<file path="src/rtl/mult_div_unit_if.sv">
// Request/result bundle between the control FSM and mult_div_unit.
// Width follows the unit's WIDTH parameter.
interface mult_div_unit_if #(
  parameter int WIDTH = 32
);
  // Handshake: start is a request that is taken only while the unit is idle
  // (busy low). Requests arriving while busy are dropped, not queued. done
  // pulses for exactly one cycle when HI/LO (or div_zero) have been updated.
  logic             start;
  logic             op;
  logic [WIDTH-1:0] operand_a;
  logic [WIDTH-1:0] operand_b;
  logic             busy;
  logic             done;
  logic             div_zero;
  logic [WIDTH-1:0] hi_out;
  logic [WIDTH-1:0] lo_out;

  modport master (
    output start, op, operand_a, operand_b,
    input  busy, done, div_zero, hi_out, lo_out
  );

  modport slave (
    input  start, op, operand_a, operand_b,
    output busy, done, div_zero, hi_out, lo_out
  );
endinterface

</file>
<file path="src/rtl/mult_div_unit.sv">
// Multicycle signed mult/div unit owning HI/LO. One bit per cycle, 32 cycles.
// Divide datapath present only when MULTDIV_DIV_EN is defined; otherwise div flags div_zero.
module mult_div_unit #(
  parameter int WIDTH = 32
) (
  input  logic                 clk,
  input  logic                 reset_n,
  mult_div_unit_if.slave       bus,
  output logic [1:0]           dbg_state
);

  typedef enum logic [1:0] {
    S_IDLE = 2'd0,
    S_RUN  = 2'd1,
    S_FIX  = 2'd2
  } state_e;

  localparam logic [5:0] CNT_LAST = 6'(WIDTH - 1);

  state_e             state_q;
  logic [5:0]         cnt_q;
  logic [2*WIDTH-1:0] acc_q;
  logic [WIDTH-1:0]   opnd_q;
  logic               sign_q;
  logic               dz_q;
  logic               busy_q;
  logic               done_q;
  logic               div_zero_q;
  logic [WIDTH-1:0]   hi_q;
  logic [WIDTH-1:0]   lo_q;

  logic [WIDTH-1:0]   a_mag;
  logic [WIDTH-1:0]   b_mag;
  logic [WIDTH:0]     add_sum;
  logic [2*WIDTH-1:0] mul_next;
  logic [2*WIDTH-1:0] step_next;
  logic [2*WIDTH-1:0] prod_signed;

`ifdef MULTDIV_DIV_EN
  logic               op_q;
  logic               rsign_q;
  logic [WIDTH:0]     trial;
  logic [2*WIDTH-1:0] div_next;
`endif

  always_comb begin
    a_mag = bus.operand_a[WIDTH-1] ? -bus.operand_a : bus.operand_a;
    b_mag = bus.operand_b[WIDTH-1] ? -bus.operand_b : bus.operand_b;
    // Multiplier bits sit in the low half of acc and shift out as the product shifts in.
    add_sum  = {1'b0, acc_q[2*WIDTH-1:WIDTH]} + (acc_q[0] ? {1'b0, opnd_q} : '0);
    mul_next = {add_sum, acc_q[WIDTH-1:1]};
    prod_signed = sign_q ? -acc_q : acc_q;
`ifdef MULTDIV_DIV_EN
    // acc = {remainder, dividend/quotient}; trial subtracts from the left-shifted remainder.
    trial = acc_q[2*WIDTH-1:WIDTH-1] - {1'b0, opnd_q};
    if (!trial[WIDTH]) div_next = {trial[WIDTH-1:0], acc_q[WIDTH-2:0], 1'b1};
    else               div_next = {acc_q[2*WIDTH-2:0], 1'b0};
    step_next = op_q ? div_next : mul_next;
`else
    step_next = mul_next;
`endif
  end

  always_ff @(posedge clk or negedge reset_n) begin
    if (!reset_n) begin
      state_q    <= S_IDLE;
      cnt_q      <= '0;
      acc_q      <= '0;
      opnd_q     <= '0;
      sign_q     <= 1'b0;
      dz_q       <= 1'b0;
      busy_q     <= 1'b0;
      done_q     <= 1'b0;
      div_zero_q <= 1'b0;
      hi_q       <= '0;
      lo_q       <= '0;
`ifdef MULTDIV_DIV_EN
      op_q       <= 1'b0;
      rsign_q    <= 1'b0;
`endif
    end else begin
      done_q <= 1'b0;
      case (state_q)
        S_IDLE: begin
          if (bus.start) begin
            busy_q     <= 1'b1;
            div_zero_q <= 1'b0;
            cnt_q      <= '0;
            sign_q     <= bus.operand_a[WIDTH-1] ^ bus.operand_b[WIDTH-1];
`ifdef MULTDIV_DIV_EN
            op_q    <= bus.op;
            rsign_q <= bus.operand_a[WIDTH-1];
            dz_q    <= bus.op && (bus.operand_b == '0);
            if (bus.op) begin
              acc_q  <= {{WIDTH{1'b0}}, a_mag};
              opnd_q <= b_mag;
            end else begin
              acc_q  <= {{WIDTH{1'b0}}, b_mag};
              opnd_q <= a_mag;
            end
            state_q <= (bus.op && (bus.operand_b == '0)) ? S_FIX : S_RUN;
`else
            // Without the divider every div is answered like a divide by zero.
            dz_q    <= bus.op;
            acc_q   <= {{WIDTH{1'b0}}, b_mag};
            opnd_q  <= a_mag;
            state_q <= bus.op ? S_FIX : S_RUN;
`endif
          end
        end
        S_RUN: begin
          acc_q <= step_next;
          if (cnt_q == CNT_LAST) state_q <= S_FIX;
          else                   cnt_q   <= cnt_q + 6'd1;
        end
        S_FIX: begin
          state_q <= S_IDLE;
          busy_q  <= 1'b0;
          done_q  <= 1'b1;
          if (dz_q) begin
            div_zero_q <= 1'b1;
`ifdef MULTDIV_DIV_EN
          end else if (op_q) begin
            lo_q <= sign_q  ? -acc_q[WIDTH-1:0]       : acc_q[WIDTH-1:0];
            hi_q <= rsign_q ? -acc_q[2*WIDTH-1:WIDTH] : acc_q[2*WIDTH-1:WIDTH];
`endif
          end else begin
            hi_q <= prod_signed[2*WIDTH-1:WIDTH];
            lo_q <= prod_signed[WIDTH-1:0];
          end
        end
        default: state_q <= S_IDLE;
      endcase
    end
  end

  assign bus.busy     = busy_q;
  assign bus.done     = done_q;
  assign bus.div_zero = div_zero_q;
  assign bus.hi_out   = hi_q;
  assign bus.lo_out   = lo_q;
  assign dbg_state    = state_q;

endmodule

</file>
<file path="src/flat_wrapper.sv">
// flat-port wrapper written by rule: the top's interface ports become plain ports
module mult_div_unit_flat 
#(
  parameter int WIDTH = 32
)
  (clk, reset_n, dbg_state, bus_start, bus_op, bus_operand_a, bus_operand_b, bus_busy, bus_done, bus_div_zero, bus_hi_out, bus_lo_out);
  mult_div_unit_if #(.WIDTH(WIDTH)) bus_i ();
  input  logic clk;
  input  logic reset_n;
  output logic [1:0] dbg_state;
  input wire logic [$bits(bus_i.start)-1:0] bus_start;
  input wire logic [$bits(bus_i.op)-1:0] bus_op;
  input wire logic [$bits(bus_i.operand_a)-1:0] bus_operand_a;
  input wire logic [$bits(bus_i.operand_b)-1:0] bus_operand_b;
  output wire logic [$bits(bus_i.busy)-1:0] bus_busy;
  output wire logic [$bits(bus_i.done)-1:0] bus_done;
  output wire logic [$bits(bus_i.div_zero)-1:0] bus_div_zero;
  output wire logic [$bits(bus_i.hi_out)-1:0] bus_hi_out;
  output wire logic [$bits(bus_i.lo_out)-1:0] bus_lo_out;
  assign bus_i.start = bus_start;
  assign bus_i.op = bus_op;
  assign bus_i.operand_a = bus_operand_a;
  assign bus_i.operand_b = bus_operand_b;
  assign bus_busy = bus_i.busy;
  assign bus_done = bus_i.done;
  assign bus_div_zero = bus_i.div_zero;
  assign bus_hi_out = bus_i.hi_out;
  assign bus_lo_out = bus_i.lo_out;
  mult_div_unit #(.WIDTH(WIDTH)) u_core (.clk(clk), .reset_n(reset_n), .bus(bus_i), .dbg_state(dbg_state));
endmodule
</file>
<file path="config.mk">
export PLATFORM = sky130hd
export DESIGN_NAME = mult_div_unit_flat
export DESIGN_NICKNAME = d
export VERILOG_FILES = /design/src/rtl/mult_div_unit_if.sv /design/src/rtl/mult_div_unit.sv /design/src/flat_wrapper.sv
export SDC_FILE = /design/constraint.sdc
export NUM_CORES = 1
export LEC_CHECK = 0
export CORE_MARGIN = 10
export CORE_UTILIZATION = 57
export DETAILED_ROUTE_END_ITERATION = 8
export PLACE_DENSITY = 0.82
export SLEW_MARGIN = 25
export SYNTH_ARGS = -nofsm -noshare
export SYNTH_HDL_FRONTEND = slang
export SYNTH_SLANG_ARGS = --single-unit
</file>
<file path="constraint.sdc">
create_clock -name clk -period 4.2 [get_ports clk]
set_input_delay 0.63 -clock clk [delete_from_list [all_inputs] [get_ports clk]]
set_output_delay 0.63 -clock clk [all_outputs]
set_load 0.02 [all_outputs]
</file>
==> summary.md, run 1 <==
| Metric | Value |
|---|---|
| Syn nets | 1,354 |
| Layout cells sized above 1 | 0.05865 |
| Count of yosys warnings during synthesis | 0 |
| Setup repair after global routing missed its margin | no |
| Remaining antenna violation count | 0 |
| Remaining design rule violation count | 0 |
| Netlist area before placement | 0.01090 mm² |
| Number of buffers inserted by port buffering | 136 |
| Final routed wirelength across all metal layers | 28,440 µm |
| Sum of buffers and inverters on the critical path | 2 |
| Parity-gate share of the synthesized area counting xor and xnor cells | 0.1165 |
| WS Path Type | register to register |
| Nets | 1,456 |
| Leading cell type in the layout, fill and taps excluded | dfrtp_1 |
| Reg power frac | 0.325 |
| Netlist cell types | 64 |
| Mean Syn Cell Area | 8.727 µm² |
| Post-Synth Simple-Gate Area | 0.1764 |
| Async set-or-reset flop fraction in the synthesized netlist | 1.000 |
| Total grt overflow | 0 |
| NetSw | 0.004340 W |
| Antenna diodes | 0 |
| Gates resized, CTS repair | 0 |
| Count of maximum capacitance violations | 0 |
| Placed wire-length estimate after detailed placement | 21,230 µm |
| H-Tree Depth | 4 |
| Vias in the first global route | 9,111 |
| Critical Path AT | 3630 ps |
| Routed wirelength normalized by instance count | 17.80 µm |
| Leak | 5.534 nW |
| FF-to-FF Start | u_core.acc_q[0] |
| I/O pin cnt | 137 |
| Post-CTS Hold Fix Bufs | 0 |
| Placer congestion estimate | 0.9501 |
| Initial detailed-routing violation count | 832 |
| Critical-path cell list | and2_1, ha_1, inv_1, fa_1, nor2b_1, o2111ai_1, a2111oi_0, buf_4, o21ai_0, a31oi_1, o21ai_0, a32o_1 |
| Latest clock arrival within the worst-skew pair | 440 ps |
| Sequential fraction of the synthesis area | 0.3972 |
| Final number of hold-violating endpoints | 0 |
| Nature of the critical path endpoint | register |
| Total vias in the final route | 9,753 |
| Setup TNS | 0 ps |
| Combinational family with the most area after synthesis | compound AO/OA/AOI/OAI gates |
| Slew at the pin closest to its max-slew limit | 728.6 ps |
| Clock network power share | 0.168 |
| Proportion of synthesized area in mux cells | 0.002870 |
| Most used cells in the layout excluding fill and tap cells | 173 x dfrtp_1, 133 x clkdlybuf4s50_1, 130 x o21ai_0 |
| Number of standard-cell rows in the floorplan | 50 |
| Adder-cell share of the synthesized area | 0.04316 |
| Crit start category | register |
| Initial antenna violation count | 0 |
| Cell at the root of the clock tree | clkbuf_16 |
| Upper clock frequency limit | 0.3019 GHz |
| Source of the critical timing path | u_core.acc_q[0] |
| Setup slack of the critical path after layout | 887.7 ps |
| Share of the synthesized area in compound gates (AO/OA/AOI/OAI) | 0.2320 |
| Number of setup violations in the final report | 0 |
| Relative slew margins | 0.5131 |
| Number of CTS-inserted buffers | 17 |
| Area delta synth->final | 19.80% |
| Critical path's slowest cell | dfrtp_1 |
| Global-route wire length before repair | 46,000 µm |
| CTS Sinks | 173 |
| Number of search-and-repair iterations in the first detailed-routing pass | 5 |
| Die height | 158.3 µm |
| Worst hold-check path type | input port to asynchronous set/reset pin |
| Largest voltage drop on the vdd net | 0.0004041 V |
| Largest net degree at the start of global routing | 111 |
| Register bit count reported by yosys | 173 |
| Clock-pin slew on the worst setup and hold paths | 70 ps |
| Cell occurring most often along the worst timing path | o21ai_0 |
| Share of total power consumed by net switching | 0.4492 |
| Count of mapped cells out of synthesis | 1,249 |
| Clock tree from TritonCTS | yes |
| Highest net fanout along the worst path | 5 |
| Clock tree buffer depth | 2 |
| Req. time, crit path | 4520 ps |
| Overall global routing resource usage | 0.2266 |
| Total power density per cell area | 739.9 mW/mm² |
| Average via count per standard cell | 6.103 |
| Final min period | 3312 ps |
| Peak per-stage delay on the critical path | 430 ps |
| Share of total power in combinational logic | 0.507 |
| X dimension of the die | 158.3 µm |
| Final Skew | 10.51 ps |
| Placeable Area | 0.01877 mm² |
| Area of the die | 0.02506 mm² |
| Buffers inserted during post-CTS setup optimization | 0 |
| Ratio of final minimum period to clock period | 0.7886 |
| Synth Flop Type | dfrtp_1 |
| Largest delay contributor family on the critical path | compound AO/OA/AOI/OAI gates |
| Count of flip-flops with a built-in enable after synthesis | 0 |
| Result of the run | completed |
| Final-layout fill cell count | 1,491 |
| Max Transition Viols Final | 0 |
| Starting density of the core | 0.5808 |
| Total internal power | 0.005321 W |
| Worst slack at placement | 458.6 ps |
==> synth_stat cells (3+ instances only) <==
library cell	number	area (µm²)
dfrtp_1	173	4329
o21ai_0	130	650.6
nand2_1	126	473.0
xor2_1	113	989.7
a21oi_1	112	560.5
nor2_1	101	379.1
clkbuf_1	56	210.2
and2_1	36	225.2
ha_1	36	450.4
o31ai_1	36	270.3
xnor2_1	32	280.3
o22ai_1	29	181.4
inv_1	22	82.58
nand3_1	22	110.1
or4_1	21	157.7
o41ai_1	20	175.2
or3_1	16	100.1
a22oi_1	15	112.6
a21o_1	14	105.1
nand4_1	12	75.07
buf_1	11	41.29
nor3_1	11	55.05
or2_2	11	68.82
nor4_1	10	62.56
nand2b_1	5	31.28
a211oi_1	4	30.03
a32o_1	4	40.04
o21ai_1	4	20.02
a221o_1	3	30.03
a221oi_1	3	26.28
a31oi_1	3	18.77
nor2b_1	3	18.77
nor4b_1	3	26.28
o2111ai_1	3	26.28
o211ai_1	3	22.52
o21a_1	3	22.52
o21bai_1	3	22.52
or4_4	3	33.78
==> worst paths after layout <==
kind / end / slack (ps) / cells after the start
setup / recovery: u_core.acc_q[57] / 890 / 12
min in group clk: u_core.opnd_q[4] / 480 / 2
hold / removal: u_core.opnd_q[10] / 160 / 1
max in group asynchronous: u_core.bus.lo_out[8] / 3040 / 2
hold reg to reg: u_core.opnd_q[4] / 480 / 2
setup reg to reg: u_core.acc_q[57] / 890 / 12
==> power groups by stage <==
stage / registers, W / clock network [W] / logic, W
after floorplan: 0.00322 / 0 / 0.00304
after global placement: 0.00309 / 0 / 0.00475
after detailed placement: 0.00313 / 0 / 0.00486
after CTS: 0.00311 / 0.00165 / 0.00489
after global routing: 0.00323 / 0.00173 / 0.00543
final: 0.00314 / 0.00162 / 0.00490
==> cell families (layout without fill, tap and decap cells) <==
family,Yosys count,after routing
buf+inv,92,207
flops,173,173
fa+ha+maj,37,37
mux,3,3
compound gates,409,409
xor+xnor,145,145
simple gates,390,390
==> routing by layer <==
| metal | wire, µm | track usage |
|---|---|---|
| met3 | 2091 | 0.05370 |
| met2 | 12600 | 0.3367 |
| met4 | 468 | 0.06308 |
| met5 | 0 | 0 |
| met1 | 13290 | 0.3230 |
==> through the flow <==
stage	cells	power (W)	hold WS (ps)	instance area [µm²]	util
after floorplan	1249	0.006266	334.4	10900	-
after global placement	1566	0.007841	454.8	12460	0.6637
after detailed placement	1566	0.007990	464.1	12460	0.6637
after CTS	1598	0.009649	182.2	13070	0.6963
after global routing	1598	0.01039	188.7	13060	0.6958
final	1598	0.009662	155.4	13060	0.6958
==> flip-flops by register name, summed over array words and instances, names as in the netlist <==
name,flops
u_core.bus.done,1
u_core.opnd_q,32
u_core.bus.div_zero,1
u_core.bus.hi_out,32
u_core.bus.lo_out,32
u_core.cnt_q,6
u_core.acc_q,64
u_core.dbg_state,2
u_core.dz_q,1
u_core.bus.busy,1
u_core.sign_q,1
==> cell type report <==
type                            count  area, µm²  share of cell area
Multi-Input combinational cell    984       6240              0.4778
Sequential cell                   173       4329              0.3315
Timing Repair Buffer              152       1498              0.1147
Clock buffer                       17      425.4             0.03258
Tap cell                          234      292.8             0.02242
Clock inverter                     15      187.7             0.01437
Inverter                           23      86.33            0.006611
(Power assumes the default switching activity.)
==> inputs of run 2 (changes only) <==
==> constraint.sdc (replaced) <==
create_clock -name clk -period 3.44 [get_ports clk]
set_input_delay 0.516 -clock clk [delete_from_list [all_inputs] [get_ports clk]]
set_output_delay 0.516 -clock clk [all_outputs]
set_load 0.02 [all_outputs]
==> summary.md, run 2 (synthesized netlist as in run 1, its figures left out) <==
| Metric | Value |
|---|---|
| Result of the run | completed |
| Initial antenna violation count | 0 (unchanged) |
| Average via count per standard cell | 6.139 (+0.58%) |
| Clock network power share | 0.166 (-0.002) |
| Setup repair after global routing missed its margin | no |
| Global-route wire length before repair | 46,980 µm (+2.1%) |
| Reg power frac | 0.324 (about the same) |
| Post-CTS Hold Fix Bufs | 0 (unchanged) |
| Overall global routing resource usage | 0.2319 (+0.005314) |
| Total vias in the final route | 9,969 (+2.2%) |
| X dimension of the die | 158.3 µm (unchanged) |
| WS Path Type | register to register |
| Initial detailed-routing violation count | 858 (+3.1%) |
| Slew at the pin closest to its max-slew limit | 983.2 ps (+254.6 ps) |
| Finished layout cell area | 0.01328 mm² (+1.7%) |
| Final min period | 3203 ps (-109.1 ps) |
| Final-layout fill cell count | 1,465 (-1.7%) |
| Leading cell type in the layout, fill and taps excluded | dfrtp_1 |
| Placeable Area | 0.01877 mm² (unchanged) |
| Count of maximum capacitance violations | 0 (unchanged) |
| Remaining antenna violation count | 0 (unchanged) |
| Cell Count Post-Placement | 1,591 (+1.6%) |
| Starting density of the core | 0.5808 (unchanged) |
| Max Transition Viols Final | 0 (unchanged) |
| Vias in the first global route | 9,414 (+3.3%) |
| Final number of hold-violating endpoints | 0 (unchanged) |
| Highest net fanout along the worst path | 5 (unchanged) |
| Layout cells sized above 1 | 0.07415 (+0.01550) |
| Register name with the most flops | u_core.acc_q |
| Gates resized, CTS repair | 0 (unchanged) |
| Largest net degree at the start of global routing | 91 (-18%) |
| Final Skew | 7.423 ps (-3.084 ps) |
| CTS Sinks | 173 (unchanged) |
| Total internal power | 0.006544 W (+23%) |
| Clock tree buffer depth | 2 (unchanged) |
| Number of standard-cell rows in the floorplan | 50 (unchanged) |
| Total power density per cell area | 896.3 mW/mm² (+21%) |
| H-Tree Depth | 4 (unchanged) |
| Total grt overflow | 0 (unchanged) |
| Clock tree from TritonCTS | yes |
| Req. time, crit path | 3760 ps (-760 ps) |
| Fin cells | 1,624 (+1.6%) |
| Share of total power consumed by net switching | 0.4500 (+0.0007898) |
| Placed wire-length estimate after detailed placement | 21,880 µm (+3.0%) |
| Placer congestion estimate | 0.9470 (-0.33%) |
| Area of the die | 0.02506 mm² (unchanged) |
| Buffers inserted during post-CTS setup optimization | 0 (unchanged) |
| Relative slew margins | 0.3425 (-0.1706) |
| Clock-pin slew on the worst setup and hold paths | 70 ps (about the same) |
| Ratio of final minimum period to clock period | 0.9312 (+0.1425) |
| Upper clock frequency limit | 0.3122 GHz (+3.4%) |
| Cell Area, Placed | 0.01267 mm² (+1.7%) |
| Largest voltage drop on the vdd net | 0.0004733 V (+17%) |
| Share of total power in combinational logic | 0.509 (+0.002) |
| Critical Path AT | 3530 ps (-100 ps) |
| Nets | 1,481 (+1.7%) |
| Number of setup violations in the final report | 0 (unchanged) |
| Cell at the root of the clock tree | clkbuf_16 |
| Area delta synth->final | 21.80% |
| Latest clock arrival within the worst-skew pair | 440 ps (about the same) |
| Crit start category | register |
| Remaining design rule violation count | 0 (unchanged) |
| NetSw | 0.005355 W (+23%) |
| Number of buffers inserted by port buffering | 136 (unchanged) |
| Most used cells in the layout excluding fill and tap cells | 173 x dfrtp_1, 135 x clkdlybuf4s50_1, 130 x o21ai_0 |
| Die height | 158.3 µm (unchanged) |
| Number of search-and-repair iterations in the first detailed-routing pass | 5 (unchanged) |
| Leak | 5.662 nW (+2.3%) |
| I/O pin cnt | 137 (unchanged) |
| Max FFs per register | 64 (unchanged) |
| Routed wirelength normalized by instance count | 18.15 µm (+2.0%) |
| Worst hold-check path type | input port to asynchronous set/reset pin |
| Final routed wirelength across all metal layers | 29,470 µm (+3.6%) |
| Nature of the critical path endpoint | register |
| Number of CTS-inserted buffers | 17 (unchanged) |
[run 2: metal layers]
layer	share of wire	vias to the layer above	GRT usage
li1	-	4804	-
met1	0.45	4727	0.3229
met2	0.45	386	0.3532
met3	0.082	52	0.04749
met4	0.018	0	0.07719
met5	0	-	0
[run 2: worst paths after layout]
check	startpoint	endpoint	slack, ps	cells after the start
hold / removal	reset_n	u_core.opnd_q[12]	40	1
min in group clk	u_core.opnd_q[4]	u_core.opnd_q[4]	480	2
setup / recovery	u_core.acc_q[0]	u_core.acc_q[59]	240	12
max in group asynchronous	reset_n	u_core.acc_q[55]	2500	2
hold reg to reg	u_core.opnd_q[4]	u_core.opnd_q[4]	480	2
setup reg to reg	u_core.acc_q[0]	u_core.acc_q[59]	240	12
[run 2: power by group through the flow]
stage | logic, W | clock network (W) | registers (W)
after CTS | 0.00604 | 0.00200 | 0.00382
after detailed placement | 0.00596 | 0 | 0.00385
after global routing | 0.00667 | 0.00209 | 0.00397
after global placement | 0.00583 | 0 | 0.00379
final | 0.00606 | 0.00198 | 0.00386
after floorplan | 0.00372 | 0 | 0.00393
[run 2: final cells by class]
| class | instances | area [µm²] | share of cell area |
|---|---|---|---|
| repair buffers | 177 | 1720 | 0.1296 |
| inverters | 23 | 86.33 | 0.006503 |
| diodes | 1 | 2.502 | 0.0001885 |
| clock buffers | 17 | 425.4 | 0.03204 |
| clock inverters | 15 | 178.9 | 0.01348 |
| flip-flops and latches | 173 | 4329 | 0.3261 |
| multi-input cells | 984 | 6241 | 0.4701 |
| well taps | 234 | 292.8 | 0.02205 |
[run 2: stage by stage]
| stage | power [W] | setup TNS, ps | hold WS, ps | setup slack, ps | utilization |
|---|---|---|---|---|---|
| finish | 0.01190 | 0 | 44.63 | 236.8 | 0.7074 |
| global route | 0.01273 | 0 | 93.50 | 59.17 | 0.7073 |
| CTS | 0.01187 | 0 | 64.55 | 261.2 | 0.7073 |
| detailed placement | 0.009814 | -482.2 | 464.7 | -93.90 | 0.6751 |
| global placement | 0.009615 | -44.78 | 453.4 | -35.70 | 0.6751 |
| floorplan | 0.007652 | 0 | 220.4 | 119.1 | - |
[run 2: critical path, stage by stage (launching register included)]
cell and delay [ps]:
dfrtp_1 430, and2_1 230, ha_1 220, inv_1 60, fa_1 400, nor2b_1 160, o2111ai_1 140, a2111oi_1 390
buf_4 210, o21ai_0 140, a211oi_1 310, o21ai_0 130, a32o_1 280
